===== src/rtl/multi_timer.sv =====
// -----------------------------------------------------------------------------
// multi_timer
//
// NCH independent timer channels behind one word-addressed bus slave. Each
// channel has a prescaler, a WIDTH-bit counter with one-shot, auto-reload and
// free-running modes, and a sticky write-1-to-clear pending flag.
//
// Ports:
//   clk      system clock, all state on the rising edge
//   reset    asynchronous active-low reset
//   addr     word address: [CHW+1:2] channel, [1:0] register
//            (0 CTRL, 1 PRESET, 2 COUNT, 3 STATUS)
//   we       write strobe, sampled at the rising clk edge
//   datai    write data
//   datao    combinational read data for addr
//   irq_vec  per-channel interrupt (pending & im)
//   irq      OR of irq_vec
// -----------------------------------------------------------------------------
module multi_timer #(
  parameter  int NCH     = 4,
  parameter  int WIDTH   = 32,
  parameter  int PRESC_W = 8,
  localparam int CHW     = (NCH > 1) ? $clog2(NCH) : 1
) (
  input  logic             clk,
  input  logic             reset,
  input  logic [CHW+1:0]   addr,
  input  logic             we,
  input  logic [31:0]      datai,
  output logic [31:0]      datao,
  output logic [NCH-1:0]   irq_vec,
  output logic             irq
);

  logic [NCH-1:0]              en_q, en_d;
  logic [NCH-1:0]              im_q, im_d;
  logic [NCH-1:0]              pend_q, pend_d;
  logic [NCH-1:0][1:0]         mode_q, mode_d;
  logic [NCH-1:0][PRESC_W-1:0] div_q, div_d;
  logic [NCH-1:0][PRESC_W-1:0] pcnt_q, pcnt_d;
  logic [NCH-1:0][WIDTH-1:0]   preset_q, preset_d;
  logic [NCH-1:0][WIDTH-1:0]   count_q, count_d;

  logic [CHW-1:0]   ch_s;
  logic [1:0]       reg_s;
  logic [WIDTH-1:0] wdata_s;
  logic [NCH-1:0]   hit_s;
  logic [NCH-1:0]   wr_ctrl_s, wr_pre_s, wr_cnt_s, wr_sts_s;
  logic [NCH-1:0]   run_s, tick_s;
  logic [31:0]      rd_s;

  assign ch_s    = addr[CHW+1:2];
  assign reg_s   = addr[1:0];
  assign wdata_s = datai[WIDTH-1:0];

  // Address decode, per-channel write strobes and prescaler tick.
  // A channel index with no matching channel leaves hit_s all zero, so
  // out-of-range accesses neither write nor read anything.
  always_comb begin
    hit_s     = '0;
    wr_ctrl_s = '0;
    wr_pre_s  = '0;
    wr_cnt_s  = '0;
    wr_sts_s  = '0;
    run_s     = '0;
    tick_s    = '0;
    for (int i = 0; i < NCH; i++) begin
      hit_s[i]     = (ch_s == CHW'(i));
      wr_ctrl_s[i] = we & hit_s[i] & (reg_s == 2'd0);
      wr_pre_s[i]  = we & hit_s[i] & (reg_s == 2'd1);
      wr_cnt_s[i]  = we & hit_s[i] & (reg_s == 2'd2);
      wr_sts_s[i]  = we & hit_s[i] & (reg_s == 2'd3);
      run_s[i]     = en_q[i] & (mode_q[i] != 2'd3);
      tick_s[i]    = run_s[i] & (pcnt_q[i] == div_q[i]);
    end
  end

  // Next-state logic: tick effects first (using the old CTRL/PRESET), then
  // bus writes override, so CTRL/COUNT writes beat same-edge tick results.
  always_comb begin
    en_d     = en_q;
    im_d     = im_q;
    mode_d   = mode_q;
    div_d    = div_q;
    preset_d = preset_q;
    count_d  = count_q;
    pcnt_d   = pcnt_q;
    pend_d   = pend_q;
    for (int i = 0; i < NCH; i++) begin
      // W1C first so a same-edge pending set below wins.
      pend_d[i] = pend_q[i] & ~(wr_sts_s[i] & datai[0]);

      // Prescaler: cleared while disabled, frozen in reserved mode 3.
      if (!en_q[i]) begin
        pcnt_d[i] = '0;
      end else if (!run_s[i]) begin
        pcnt_d[i] = pcnt_q[i];
      end else if (tick_s[i]) begin
        pcnt_d[i] = '0;
      end else begin
        pcnt_d[i] = pcnt_q[i] + PRESC_W'(1);
      end

      // A COUNT write on the same edge discards the tick entirely.
      if (tick_s[i] && !wr_cnt_s[i]) begin
        case (mode_q[i])
          2'd0: begin
            if (count_q[i] > WIDTH'(1)) begin
              count_d[i] = count_q[i] - WIDTH'(1);
            end else if (count_q[i] == WIDTH'(1)) begin
              count_d[i] = '0;
              pend_d[i]  = 1'b1;
              en_d[i]    = 1'b0;
            end else begin
              count_d[i] = count_q[i];
            end
          end
          2'd1: begin
            if (count_q[i] > WIDTH'(1)) begin
              count_d[i] = count_q[i] - WIDTH'(1);
            end else begin
              count_d[i] = preset_q[i];
              pend_d[i]  = pend_d[i] | (count_q[i] == WIDTH'(1));
            end
          end
          2'd2: begin
            count_d[i] = count_q[i] + WIDTH'(1);
            pend_d[i]  = pend_d[i] | (&count_q[i]);
          end
          default: begin
            count_d[i] = count_q[i];
          end
        endcase
      end else begin
        count_d[i] = count_q[i];
      end

      if (wr_ctrl_s[i]) begin
        en_d[i]   = datai[0];
        mode_d[i] = datai[2:1];
        im_d[i]   = datai[3];
        div_d[i]  = datai[8 +: PRESC_W];
        pcnt_d[i] = '0;
      end else begin
        div_d[i]  = div_q[i];
      end

      if (wr_pre_s[i]) begin
        preset_d[i] = wdata_s;
      end else begin
        preset_d[i] = preset_q[i];
      end

      if (wr_cnt_s[i]) begin
        count_d[i] = wdata_s;
        pcnt_d[i]  = '0;
      end else begin
        count_d[i] = count_d[i];
      end
    end
  end

  // State registers with asynchronous active-low clear.
  always_ff @(posedge clk or negedge reset) begin
    if (!reset) begin
      en_q     <= '0;
      im_q     <= '0;
      mode_q   <= '0;
      div_q    <= '0;
      preset_q <= '0;
      count_q  <= '0;
      pcnt_q   <= '0;
      pend_q   <= '0;
    end else begin
      en_q     <= en_d;
      im_q     <= im_d;
      mode_q   <= mode_d;
      div_q    <= div_d;
      preset_q <= preset_d;
      count_q  <= count_d;
      pcnt_q   <= pcnt_d;
      pend_q   <= pend_d;
    end
  end

  // Read mux; undefined bits and unmatched channels read as zero.
  always_comb begin
    rd_s = 32'd0;
    for (int i = 0; i < NCH; i++) begin
      if (hit_s[i]) begin
        case (reg_s)
          2'd0: begin
            rd_s[0]           = en_q[i];
            rd_s[2:1]         = mode_q[i];
            rd_s[3]           = im_q[i];
            rd_s[8 +: PRESC_W] = div_q[i];
          end
          2'd1:    rd_s[WIDTH-1:0] = preset_q[i];
          2'd2:    rd_s[WIDTH-1:0] = count_q[i];
          2'd3: begin
            rd_s[0] = pend_q[i];
            rd_s[1] = run_s[i];
          end
          default: rd_s = 32'd0;
        endcase
      end else begin
        rd_s = rd_s;
      end
    end
  end

  assign datao   = rd_s;
  assign irq_vec = pend_q & im_q;
  assign irq     = |irq_vec;

endmodule


===== config.mk =====
export PLATFORM = sky130hd
export DESIGN_NAME = multi_timer
export DESIGN_NICKNAME = d
export VERILOG_FILES = /design/src/rtl/multi_timer.sv
export SDC_FILE = /design/constraint.sdc
export NUM_CORES = 1
export LEC_CHECK = 0
export ABC_AREA = 0
export CAP_MARGIN = 25
export CORE_AREA = 2 2 327 264
export DETAILED_ROUTE_END_ITERATION = 8
export DIE_AREA = 0 0 329 266
export PLACE_DENSITY = 0.48
export SLEW_MARGIN = 20
export SYNTH_ARGS = -nofsm -noshare
export SYNTH_HDL_FRONTEND = slang
export SYNTH_SLANG_ARGS = --single-unit
export TNS_END_PERCENT = 5

===== constraint.sdc =====
create_clock -name clk -period 4.1 [get_ports clk]
set_input_delay 1.025 -clock clk [delete_from_list [all_inputs] [get_ports clk]]
set_output_delay 1.025 -clock clk [all_outputs]
set_load 0.05 [all_outputs]

==> results of run 1 <==
==> cells by family after synthesis <==
family | count (synthesis)
AND/OR/NAND/NOR | 953
AO/OA/AOI/OAI | 800
flip-flops | 340
buffers and inverters | 328
XOR/XNOR | 209
multiplexers | 190
adder cells (fa/ha/maj) | 38
==> path summary, 6_finish.rpt <==
path,startpoint,to,slack (ps)
min in group clk,preset_q[18],count_q[18],510
setup reg to reg,count_q[33],count_q[39],470
setup / recovery,addr[0],datao[25],70
hold reg to reg,preset_q[18],count_q[18],510
max in group asynchronous,reset,preset_q[107],2720
hold / removal,reset,count_q[83],390
==> final cells by class <==
class / instances / area, um^2
fillers: 8718 / 54200
multi-input cells: 2190 / 15400
flip-flops and latches: 340 / 8510
repair buffers: 351 / 3440
well taps: 1127 / 1410
clock buffers: 58 / 1220
clock inverters: 16 / 262
inverters: 50 / 188
diodes: 1 / 2.50
==> sequential cells by signal (all words and copies together) (netlist names) <==
name	cells
mode_q	8
div_q	32
im_q	4
pcnt_q	32
pend_q	4
preset_q	128
count_q	128
en_q	4
==> power by group through the flow <==
stage               combinational [mW]  clock [mW]  sequential, mW
floorplan                         5.13           0            4.85
global placement                  6.59           0            6.35
detailed placement                6.67           0            6.34
CTS                               6.72        4.24            6.28
global route                      7.40        4.38            6.48
finish                            6.90        4.16            6.37
==> critical path, stage by stage <==
cell and delay [ps]:
dlygate4sd2_1 250, buf_4 150, ha_4 180, buf_12 150, buf_12 150, a22oi_1 370, o22a_1 220, o221ai_1 150
buf_4 190, buf_12 140
==> per-layer routing <==
layer | GRT usage | wire (um) | vias up
met5 | 0 | 0 | -
met4 | 0.0829 | 3920 | 0
met3 | 0.0581 | 12100 | 196
met2 | 0.357 | 46300 | 1414
met1 | 0.441 | 59800 | 12900
li1 | - | - | 11100
==> cell usage after synthesis (11+ instances only) <==
master and instances:
a211oi_1 37, a21oi_1 106, a221o_1 14, a221oi_1 37
a222oi_1 17, a22o_1 40, a22oi_1 164, a2bb2oi_1 12
a32oi_1 12, and2_1 18, and3_1 41, and4_1 17
buf_1 15, buf_2 26, clkbuf_1 234, dfrtp_1 340
ha_1 38, inv_1 47, mux2_2 174, mux2i_1 15
nand2_1 199, nand2b_1 12, nand3_1 108, nand4_1 80
nor2_1 167, nor2b_1 17, nor3_1 92, nor4_1 57
nor4_2 11, o211ai_1 23, o21ai_0 154, o21ai_1 17
o221ai_1 27, o22a_1 22, o311ai_0 11, o31ai_1 21
or2_2 18, or3_1 34, or4_1 24, xnor2_1 122
xor2_1 87
==> timing repair <==
item	in CTS	in global routing
gates resized for setup	9	3
gates cloned	0	0
setup buffers	6	0
endpoints found under the setup margin	32	17
pin swaps	2	0
==> per-stage QoR <==
stage | cell area (um^2) | hold WS, ps | instances | setup TNS [ps]
2_1_floorplan | 25100 | 466 | 2858 | -5200
3_3_place_gp | 28800 | 493 | 4050 | -6150
3_5_place_dp | 28800 | 495 | 4050 | -7220
4_1_cts | 30400 | 390 | 4130 | 0
5_1_grt | 30500 | 407 | 4132 | 0
6_report | 30500 | 389 | 4133 | 0
==> results.md, run 1 <==
* Result of the run: completed
* Placement Setup Slack at -286 ps
* Ranking of synthesized cells by area: dfrtp_1 34%, mux2_2 7.8%, a22oi_1 4.9%
* Leading cell type in the layout, fill and taps excluded: dfrtp_1
* Width of the die at around 330 um
* Fin. Hold Viols at 0
* LEAKAGE at 11.7 nW
* Highest-count cells in the layout ignoring fill and taps: 340 x dfrtp_1, 249 x buf_4, 199 x nand2_1, 174 x mux2_2
* TritonCTS clock tree: built
* Share of flip-flops with an asynchronous set or reset at 1.00
* Antenna violation net count after detailed routing at 0
* Required time of the critical path at 3070 ps
* Wire length of the first global-routing pass at 178 mm
* Highest Clock Rate at approximately 0.25 GHz
* Peak ir drop on the vdd network at around 0.00033 V
* Number of nets at the end of the flow at between 3,000 and 4,000
* Number of enable-type register cells in the synthesized netlist at 0
* Adder-Cell Fraction of Synth Area at 0.0190
* Sequential share of the synthesized area at 0.339
* Actual slew at the worst max-slew pin at between 1000 and 1500 ps
* Power density normalized to cell area at 572 nW/um^2
* CTS H-tree depth at 2
* Worst min-delay path category: in -> async
* Synthesized Nets at slightly below 3,000
* Slew Limit Fails at 0
* Yosys Warn Count at 0
* Post-Route Skew at around 23 ps
* Fraction of synthesized cell area in xor and xnor cells at 0.0730
* Switching power share of the total at 0.446
* Worst skew pair latency at roughly 610 ps
* Effective utilization at floorplan at 0.296
* Cell variety after synth at slightly below 100
* Smallest setup slack after layout at about 70 ps
* Category of the worst setup path launch point: input pin
* Clock sink count at between 300 and 400
* Number of clock buffers inserted by TritonCTS at 42
* Cells on worst reg2reg path at 10
* Area share of and/or/nand/nor cells after synthesis at 0.205
* Total global routing overflow at 0
* Post-synthesis average cell area at roughly 8.8 um^2
* WL final at roughly 120 mm
* Number of setup violations in the final report at 0
* Complex-gate fraction of the synthesized area at 0.227
* Main flop type after synthesis: dfrtp_1
* Category of the worst setup path capture point: primary output
* Top cell type by total area after synthesis: dfrtp_1
* Site Rows at between 90 and 100
* Sequential fraction of design power at 0.366
* Data arrival, critical path at about 3000 ps
* Final cycle utilization of the critical path at 0.983
* Die Outline Area at a little under 90,000 um^2
* Average vias per placed instance at 6.19
* Total power draw at 17.4 mW
* Share of the synthesized area in the top cell type at 0.339
* Root Driver: clkbuf_16
* Total routing usage reported by global routing at 0.276
* Highest fanout seen on the critical path at 17
* Share of total power in the clock network at 0.239
* Setup repair after global routing missed its margin: no
* Pin count of the biggest net entering global routing at 65
* Critical path start-end classification: in -> out
* Pre-Repair DR Iteration Count at 9
* Core Box Area at between 80,000 and 90,000 um^2
* Number of instances in the synthesized netlist at around 2,900
* Antenna violations before repair at 3
* Vertical die dimension at roughly 270 um
* Vias at 25,600
* Final HPWL DP at 92.4 mm
* Number of hold buffers added after CTS at 0
* Largest family of logic cells by synthesized area: compound AO/OA/AOI/OAI gates
* Top Ports at between 70 and 80
* Post-layout min period at around 4000 ps
* Drc violations at 0
* Utilization after layout at 0.360
* Final RePlAce weighted congestion at 0.998
* Via count of the first global-routing pass at 24,200
* Port Buf Inserts at 75
* Logic gate share of total power at 0.396
* Detail-routed net length per standard cell at 29.6 um
* Clock Pin Slew Worst Setup and Hold Paths at approximately 60 ps
* Power dissipated by switching net loads at roughly 8 mW
* Maxcap violations at 0
* Max clock buf depth at 3
* Share of cell area taken by muxes after synthesis at 0.0851
* Number of synthesized register bits at between 300 and 400
* Layout cell share with drive strength beyond 1 at 0.215
* Post-synth design cell area at 25,100 um^2
* Slew margin rel. at 0.285
* Cell Int Power at 9.66 mW
* Number of DRC markers in iteration 0 at ~3,800
* Growth of design area from synthesis to finish at 21.6%
Power figures use the tool's default switching activity.
==> run 2, diff against run 1 <==
CORE_AREA = 2 2 254 206   (was 2 2 327 264)
DIE_AREA = 0 0 256 208   (was 0 0 329 266)
PLACE_DENSITY = 0.69   (was 0.48)
clock period = 4.4 ns   (was 4.1 ns; I/O delays follow)
==> results.md, run 2 (synthesized netlist as in run 1, its figures left out) <==
* Port Buf Inserts at 75
* Smallest setup slack after layout at roughly 290 ps
* Width of the die at 256 um
* TritonCTS clock tree: built
* CTS H-tree depth at 2
* Clock sink count at 340
* Antenna violations before repair at 6
* Via count of the first global-routing pass at about 24,000
* Drc violations at 0
* Layout cell share with drive strength beyond 1 at 0.191
* Number of clock buffers inserted by TritonCTS at 40
* Highest fanout seen on the critical path at 12
* Critical path start-end classification: in -> out
* Post-layout min period at 4110 ps
* Die Outline Area at between 50,000 and 60,000 um^2
* Power density normalized to cell area at around 540 nW/um^2
* Total routing usage reported by global routing at 0.414
* Post-Route Skew at about 17 ps
* Worst min-delay path category: in -> async
* Number of setup violations in the final report at 0
* Core Box Area at 50,600 um^2
* Max clock buf depth at 3
* LEAKAGE at approximately 11 nW
* Root Driver: clkbuf_16
* Final cycle utilization of the critical path at 0.935
* Site Rows at 74
* Pin count of the biggest net entering global routing at between 90 and 100
* Effective utilization at floorplan at 0.495
* Number of nets at the end of the flow at around 3,000
* Wire length of the first global-routing pass at between 150 and 200 mm
* Utilization after layout at 0.573
* WL final at roughly 110 mm
* Result of the run: completed
* Fillers at around 4,600
* Maxcap violations at 0
* Placement Setup Slack at -96.4 ps
* Category of the worst setup path capture point: primary output
* Top Ports at 76
* Clock Pin Slew Worst Setup and Hold Paths at 50 ps
* Area of the multi-input gates at 15,400 um^2
* Fin. Hold Viols at 0
* Number of buffers inserted to repair setup after CTS at 0
* Category of the worst setup path launch point: input pin
* Total power draw at approximately 16 mW
* Leading cell type in the layout, fill and taps excluded: dfrtp_1
* Average vias per placed instance at a little over 7
* Pre-Repair DR Iteration Count at 6
* Data arrival, critical path at 3010 ps
* Actual slew at the worst max-slew pin at between 1000 and 1500 ps
* Slew Limit Fails at 0
* Vias at between 20,000 and 30,000
* Setup repair after global routing missed its margin: no
* Regs by FF count: count_q (128), preset_q (128)
* Final RePlAce weighted congestion at around 1.1
* Antenna violation net count after detailed routing at 0
* Slew margin rel. at 0.221
* Required time of the critical path at about 3300 ps
* Highest Clock Rate at 0.243 GHz
* Highest-count cells in the layout ignoring fill and taps: 340 x dfrtp_1, 199 x nand2_1, 182 x buf_4, 174 x mux2_2, 164 x nor2_1
* Detail-routed net length per standard cell at around 31 um
* Total global routing overflow at 0
* Number of DRC markers in iteration 0 at around 3,800
* Growth of design area from synthesis to finish at 15.7%
* Peak ir drop on the vdd network at roughly 0.00032 V
* Register area at between 8000 and 9000 um^2
* Vertical die dimension at ~210 um
* Final HPWL DP at slightly above 80 mm
* Worst skew pair latency at a little under 600 ps
-- run 2: cell types whose count changed in the layout (fill, tap and decap cells not counted), sizes merged --
cell	before	now
clkdlybuf4s15	1	0
clkinvlp	1	2
dlygate4sd2	1	0
buf	310	233
bufinv	7	2
dlymetal6s2s	1	2
diode	1	3
clkinv	10	14
clkbuf	58	56
-- run 2: where the power goes --
part           total (mW)  leakage, nW  internal [mW]  switching, mW
sequential           6.05         4.26           3.98           2.07
clock                3.41        0.639           1.93           1.48
combinational        6.19         6.30           2.55           3.65
-- run 2: worst max-delay path: stages --
cell and delay, ps:
clkdlybuf4s50_1 410, buf_4 190, nor2b_1 250, nand2_1 160
o22ai_1 160, a22oi_1 120, buf_4 180, o22ai_1 240
buf_12 180
-- run 2: final timing paths --
| check | startpoint | end | slack, ps | depth (start not counted) |
|---|---|---|---|---|
| min reg2reg | preset_q[100] | count_q[100] | 530 | 1 |
| min | reset | count_q[86] | 500 | 1 |
| max | addr[3] | datao[27] | 290 | 9 |
| max reg2reg | count_q[91] | count_q[81] | 460 | 7 |
| max in group asynchronous | reset | im_q[0] | 2800 | 2 |
| min in group clk | preset_q[100] | count_q[100] | 530 | 1 |
-- run 2: area by class of cell --
type	count	share of cell area
Multi-Input combinational cell	2190	0.531
Sequential cell	340	0.293
Timing Repair Buffer	273	0.0943
Clock buffer	56	0.0394
Tap cell	684	0.0295
Inverter	50	0.00647
Clock inverter	16	0.00531
Antenna cell	3	0.000259
-- run 2: timing repair --
action | 4_1_cts | 5_1_grt
gates resized for setup | 7 | 9
pin swaps | 2 | 1
hold buffers | 0 | 0
endpoints found under the setup margin | 20 | 31
-- run 2: metal layers --
layer	global-route usage	wire, um	vias up
li1	-	-	10900
met1	0.610	47600	12800
met2	0.549	43400	1834
met3	0.122	15200	356
met4	0.187	6210	6
met5	0.0108	107	-
-- run 2: per-stage QoR --
| step | setup TNS (ps) | instances | hold slack, ps | instance area (um^2) |
|---|---|---|---|---|
| floorplan | -5660 | 2858 | 466 | 25100 |
| global placement | -508 | 3535 | 494 | 27600 |
| detailed placement | -409 | 3537 | 508 | 27600 |
| CTS | -40.3 | 3609 | 522 | 29000 |
| global route | 0 | 3610 | 558 | 29000 |
| finish | 0 | 3612 | 497 | 29000 |
